File: config.mk
export PLATFORM = sky130hd
export DESIGN_NAME = seg_scan_ctrl
export DESIGN_NICKNAME = d
export VERILOG_FILES = /design/src/rtl/seg_scan_ctrl_pkg.sv /design/src/rtl/seg_phase_timer.sv /design/src/rtl/seg_scan_ctrl.sv
export SDC_FILE = /design/constraint.sdc
export NUM_CORES = 1
export LEC_CHECK = 0
export CAP_MARGIN = 40
export CORE_ASPECT_RATIO = 1.25
export CORE_UTILIZATION = 35
export CTS_CLUSTER_SIZE = 30
export DETAILED_ROUTE_END_ITERATION = 10
export PLACE_DENSITY = 0.59
export SLEW_MARGIN = 20
export SYNTH_ARGS = -nofsm -noshare
export SYNTH_HDL_FRONTEND = slang
export SYNTH_SLANG_ARGS = --single-unit
File: constraint.sdc
create_clock -name clk -period 3.56 [get_ports clk]
set_clock_uncertainty 0.1 [all_clocks]
set_input_delay 0.89 -clock clk [delete_from_list [all_inputs] [get_ports clk]]
set_output_delay 0.89 -clock clk [all_outputs]
set_load 0.01 [all_outputs]
File: src/rtl/seg_scan_ctrl_pkg.sv
// Shared constants, state encoding and helpers for the 4-digit 7-segment scan sequencer.
package seg_scan_ctrl_pkg;

    localparam int         NUM_DIGITS = 4;
    localparam logic [3:0] ANODE_OFF  = 4'b1111;

    typedef enum logic [1:0] {
        ST_IDLE  = 2'd0,
        ST_BLANK = 2'd1,
        ST_SHOW  = 2'd2
    } scan_state_t;

    // Active-low one-cold anode pattern for a digit index.
    function automatic logic [3:0] anode_select(input logic [1:0] idx);
        logic [3:0] onehot;
        onehot = 4'b0001 << idx;
        return ~onehot;
    endfunction

    // True when the digit at idx and every digit to its left are zero.
    function automatic logic upper_zero(input logic [15:0] word, input logic [1:0] idx);
        logic [15:0] rest;
        rest = word >> {idx, 2'b00};
        return (rest == 16'h0000);
    endfunction

endpackage

File: src/rtl/seg_phase_timer.sv
// Loadable down-counter that times the BLANK and SHOW phases; done is high at count zero.
module seg_phase_timer #(
    parameter int CNT_W = 8
) (
    input  logic             clk,
    input  logic             reset,
    input  logic             load,
    input  logic [CNT_W-1:0] load_val,
    output logic             done
);

    logic [CNT_W-1:0] count;

    // Saturates at zero so an un-reloaded phase never wraps.
    always_ff @(posedge clk or posedge reset) begin
        if (reset) begin
            count <= '0;
        end else if (load) begin
            count <= load_val;
        end else if (count != '0) begin
            count <= count - 1'b1;
        end
    end

    assign done = (count == '0);

endmodule

File: src/rtl/seg_scan_ctrl.sv
// Scan sequencer for a 4-digit multiplexed 7-segment display with blanking gaps,
// leading-zero suppression and frame-aligned commit of new display words.
module seg_scan_ctrl
    import seg_scan_ctrl_pkg::*;
#(
    parameter int DWELL = 4,
    parameter int BLANK = 1,
    parameter int CNT_W = 8
) (
    input  logic        clk,
    input  logic        reset,
    input  logic        enable,
    input  logic [15:0] data_in,
    input  logic        load,
    input  logic        lz_en,
    output logic [3:0]  digit,
    output logic [3:0]  anode,
    output logic        load_ack,
    output logic        frame_done
);

    localparam bit               HAS_BLANK  = (BLANK > 0);
    localparam logic [CNT_W-1:0] DWELL_LOAD = CNT_W'(DWELL - 1);
    localparam logic [CNT_W-1:0] BLANK_LOAD = CNT_W'((BLANK > 0) ? BLANK - 1 : 0);
    localparam logic [1:0]       LAST_IDX   = 2'(NUM_DIGITS - 1);

    scan_state_t      state, state_nx;
    logic [1:0]       idx, idx_nx;
    logic [15:0]      active, active_nx;
    logic [15:0]      shadow, shadow_nx;
    logic             pending, pending_nx;
    logic [3:0]       digit_nx, anode_nx;
    logic             load_ack_nx, frame_done_nx;
    logic             boundary, entry, commit;
    logic             timer_load, timer_done;
    logic [CNT_W-1:0] timer_val;

    seg_phase_timer #(
        .CNT_W(CNT_W)
    ) u_timer (
        .clk      (clk),
        .reset    (reset),
        .load     (timer_load),
        .load_val (timer_val),
        .done     (timer_done)
    );

    always_ff @(posedge clk or posedge reset) begin
        if (reset) begin
            state      <= ST_IDLE;
            idx        <= 2'd0;
            active     <= 16'h0000;
            shadow     <= 16'h0000;
            pending    <= 1'b0;
            digit      <= 4'h0;
            anode      <= ANODE_OFF;
            load_ack   <= 1'b0;
            frame_done <= 1'b0;
        end else begin
            state      <= state_nx;
            idx        <= idx_nx;
            active     <= active_nx;
            shadow     <= shadow_nx;
            pending    <= pending_nx;
            digit      <= digit_nx;
            anode      <= anode_nx;
            load_ack   <= load_ack_nx;
            frame_done <= frame_done_nx;
        end
    end

    // Outputs are computed from the next state so the registered anode/digit line up with it.
    always_comb begin
        state_nx   = state;
        idx_nx     = idx;
        boundary   = 1'b0;
        entry      = 1'b0;
        timer_load = 1'b0;
        timer_val  = '0;

        case (state)
            ST_IDLE: begin
                if (enable) begin
                    entry      = 1'b1;
                    idx_nx     = 2'd0;
                    timer_load = 1'b1;
                    state_nx   = HAS_BLANK ? ST_BLANK : ST_SHOW;
                    timer_val  = HAS_BLANK ? BLANK_LOAD : DWELL_LOAD;
                end
            end
            ST_BLANK: begin
                if (timer_done) begin
                    state_nx   = ST_SHOW;
                    timer_load = 1'b1;
                    timer_val  = DWELL_LOAD;
                end
            end
            ST_SHOW: begin
                if (timer_done) begin
                    idx_nx     = idx + 2'd1;
                    boundary   = (idx == LAST_IDX);
                    timer_load = 1'b1;
                    state_nx   = HAS_BLANK ? ST_BLANK : ST_SHOW;
                    timer_val  = HAS_BLANK ? BLANK_LOAD : DWELL_LOAD;
                end
            end
            default: begin
                state_nx = ST_IDLE;
            end
        endcase

        // Dropping enable abandons the partial frame from any state.
        if (!enable) begin
            state_nx   = ST_IDLE;
            idx_nx     = 2'd0;
            boundary   = 1'b0;
            entry      = 1'b0;
            timer_load = (state != ST_IDLE);
            timer_val  = '0;
        end

        commit     = (boundary || entry) && (pending || load);
        active_nx  = active;
        shadow_nx  = load ? data_in : shadow;
        pending_nx = load ? 1'b1 : pending;
        if (commit) begin
            active_nx  = load ? data_in : shadow;
            pending_nx = 1'b0;
        end

        load_ack_nx   = commit;
        frame_done_nx = boundary;

        digit_nx = digit;
        anode_nx = ANODE_OFF;
        if (state_nx == ST_SHOW) begin
            digit_nx = active_nx[{idx_nx, 2'b00} +: 4];
            if (!(lz_en && (idx_nx != 2'd0) && upper_zero(active_nx, idx_nx))) begin
                anode_nx = anode_select(idx_nx);
            end
        end
    end

endmodule
==> impl_metrics.ini <==
[timing]
final_hold_viol_count = 0
setup_tns_ps = 0
max_freq_mhz = 314
tightest_slew_ps = 526
finalCritPeriodShare_pct = 89.3
setup_viol = 0
slew_headroom_pct = 64.7
slew_violations = 0
finalCriticalPeriod_ps = 3180
rsz0062_at_grt = false

[worst_hold_path]
min_from = u_timer.count[0]$_DFFE_PP0P_
hold_end = u_timer.count[0]$_DFFE_PP0P_
whs_path_depth = 1
hp-class = flip-flop to flip-flop

[power_and_ir_drop]
peakVddDrop_v = 0.000344
finalPower_mw = 2.28
powerDensity_nw_per_um2 = 662
leakage_nw = 1.46

[yosys]
ys_seq_elements = 55
synth-edff-count = 0
synth.cell_area_um2 = 2840
ys_seq_area_share_pct = 48.6
ys_async_sr_fraction_pct = 100
ys_types = 56
synthCells = 272
yosys_warnings = 0
synth-main-ff-cell = dfrtp_1
synth_fp_nets = 300
avgSynthCellArea_um2 = 10.4

[setup_path]
cp.required_ps = 3710
r2r_start = u_timer.count[5]$_DFFE_PP0P_
r2r_end = anode[1]$_DFF_PP1_
worstSetupPathType = input port to flip-flop
crit_arrival_ps = 3330
worst_setup_path_end_kind = flip-flop
cp-start-kind = input port
cp_max_fo = 10
ff2ff_path_depth = 7
r2r_slack_ps = 530

[floorplanning]
die-area_um2 = 8490
rows = 36
core_area_um2 = 7840
die_w_um = 82.6
die_y_um = 103
start_util_pct = 36.3
io_pins = 31

[run_status]
outcome = finished clean

[final_layout]
layout_commonest_cell = dfrtp_1
antenna_cells = 0
final_area_um2 = 3440
final_cells = 412
final_cell_mix = dfrtp_1 (51), clkdlybuf4s50_1 (30), nor2_1 (21)
layout.nets = 344
fin_util_pct = 43.9
drive_gt1_share_pct = 20.2
area_growth_pct = 21.1

[routing]
num_vias = 2203
first_pass_iters = 4
drt-initial-drc-count = 65
wl_um = 6630
vias_per_cell = 5.35
drc = 0
antenna_left = 0
wl_per_cell_um = 16.1

[placed_design]
dp_hpwl_um = 5030
gp_congestion = 0.807
portBuffers = 30
place_inst = 404
post_dp_cell_area_um2 = 3340

[clocking]
htreeDepth = 2
cts_sinks = 55
cts_tree = built
cts-root-buf = clkbuf_8
clk_pin_slew_ps = 110
cts_buffers = 5
clkLatencyLatePin_ps = 320
cts.path.max_buffers = 2
post-cts-setup-buffers = 0
cts_resized = 0
ctsHoldBuffers = 0

[global_routing]
use_met3_pct = 3.89
grt_pass1_wl_um = 11100
grt_start_max_net_pins = 24
grt_remaining_overflow = 0
grt-busiest-layer = met2
grt_util_met1_pct = 21.9
grt_pass1_vias = 2267
grtUsageTotal_pct = 17.5
grtUsageMet2_pct = 30.1
antenna_found_initial = 0

[job]
max_cap_violations = 0
## per-stage QoR
stage / setup WS [ps] / hold slack, ps
after floorplan: 774 / 350
after global placement: 106 / 362
after detailed placement: 78.5 / 377
after CTS: 406 / 398
after global routing: 231 / 405
final: 380 / 391
## critical path, cell delays in order
cell	delay [ps]
clkdlybuf4s50_1	530
buf_4	210
mux2_2	370
or4_1	540
o21ai_0	310
o211ai_1	230
o31ai_2	240
## per-layer routing
metal | share of wire (%) | wire length [um]
met3 | 3.3 | 217
met4 | 1.6 | 103
met1 | 44 | 2940
met5 | 0 | 0
met2 | 51 | 3370
## synthesized netlist by cell type (all sizes together) (3+ instances only)
master  number  area share [%]
dfstp        4             3.7
o21ai       13             2.4
ha           7             3.1
nand2       20             2.6
dfrtp       51              45
nor4         5             1.6
a211oi       8             2.7
o32ai        6             1.8
clkbuf       6            0.79
nor2        22             3.5
inv         19             2.6
mux2        17             6.7
mux2i        5             1.8
o211ai       3            0.79
buf          7             1.8
a21oi       18             3.3
nand3        9             1.6
nand2b       4            0.88
o31ai        5             1.5
nor3        15             3.0
## how the worst max path moves through the flow
stage | slack (ps) | end | start
2_1_floorplan | 770 | anode[1]$_DFF_PP1_ | enable
3_3_place_gp | 110 | anode[1]$_DFF_PP1_ | load
3_5_place_dp | 80 | anode[1]$_DFF_PP1_ | load
4_1_cts | 410 | anode[1]$_DFF_PP1_ | load
5_1_grt | 230 | anode[1]$_DFF_PP1_ | load
6_report | 380 | anode[1]$_DFF_PP1_ | load
## flip-flops by register name, indices dropped and copies added (netlist names)
signal / flops
active: 16
shadow: 16
u_timer.count: 8
anode: 4
digit: 4
idx: 2
state: 2
frame_done: 1
load_ack: 1
pending: 1
## final cells by class
class	instances	area, um2
Fill cell	780	4400
Clock buffer	6	82.6
Clock inverter	2	20.0
Sequential cell	55	1380
Tap cell	95	119
Inverter	19	73.8
Timing Repair Buffer	50	450
Multi-Input combinational cell	185	1310
## logic make-up (layout without fill, tap and decap cells)
kind of cell	after synthesis	in the layout	share of synthesized area, %
and+or+nand+nor	89	89	17.4
AOI/OAI and AO/OA	63	63	16.0
DFF	55	55	48.6
buffers and inverters	32	77	5.15
muxes	22	22	8.50
adders and majority gates	7	7	3.08
xor gates and xnor gates	4	4	1.23
## power by group
group | switching, mW | leakage [nW] | internal [mW]
Clock | 0.223 | 0.0533 | 0.164
Sequential | 0.111 | 0.661 | 0.803
Combinational | 0.547 | 0.747 | 0.428
Total | 0.881 | 1.46 | 1.40
Power figures use the tool's default switching activity.
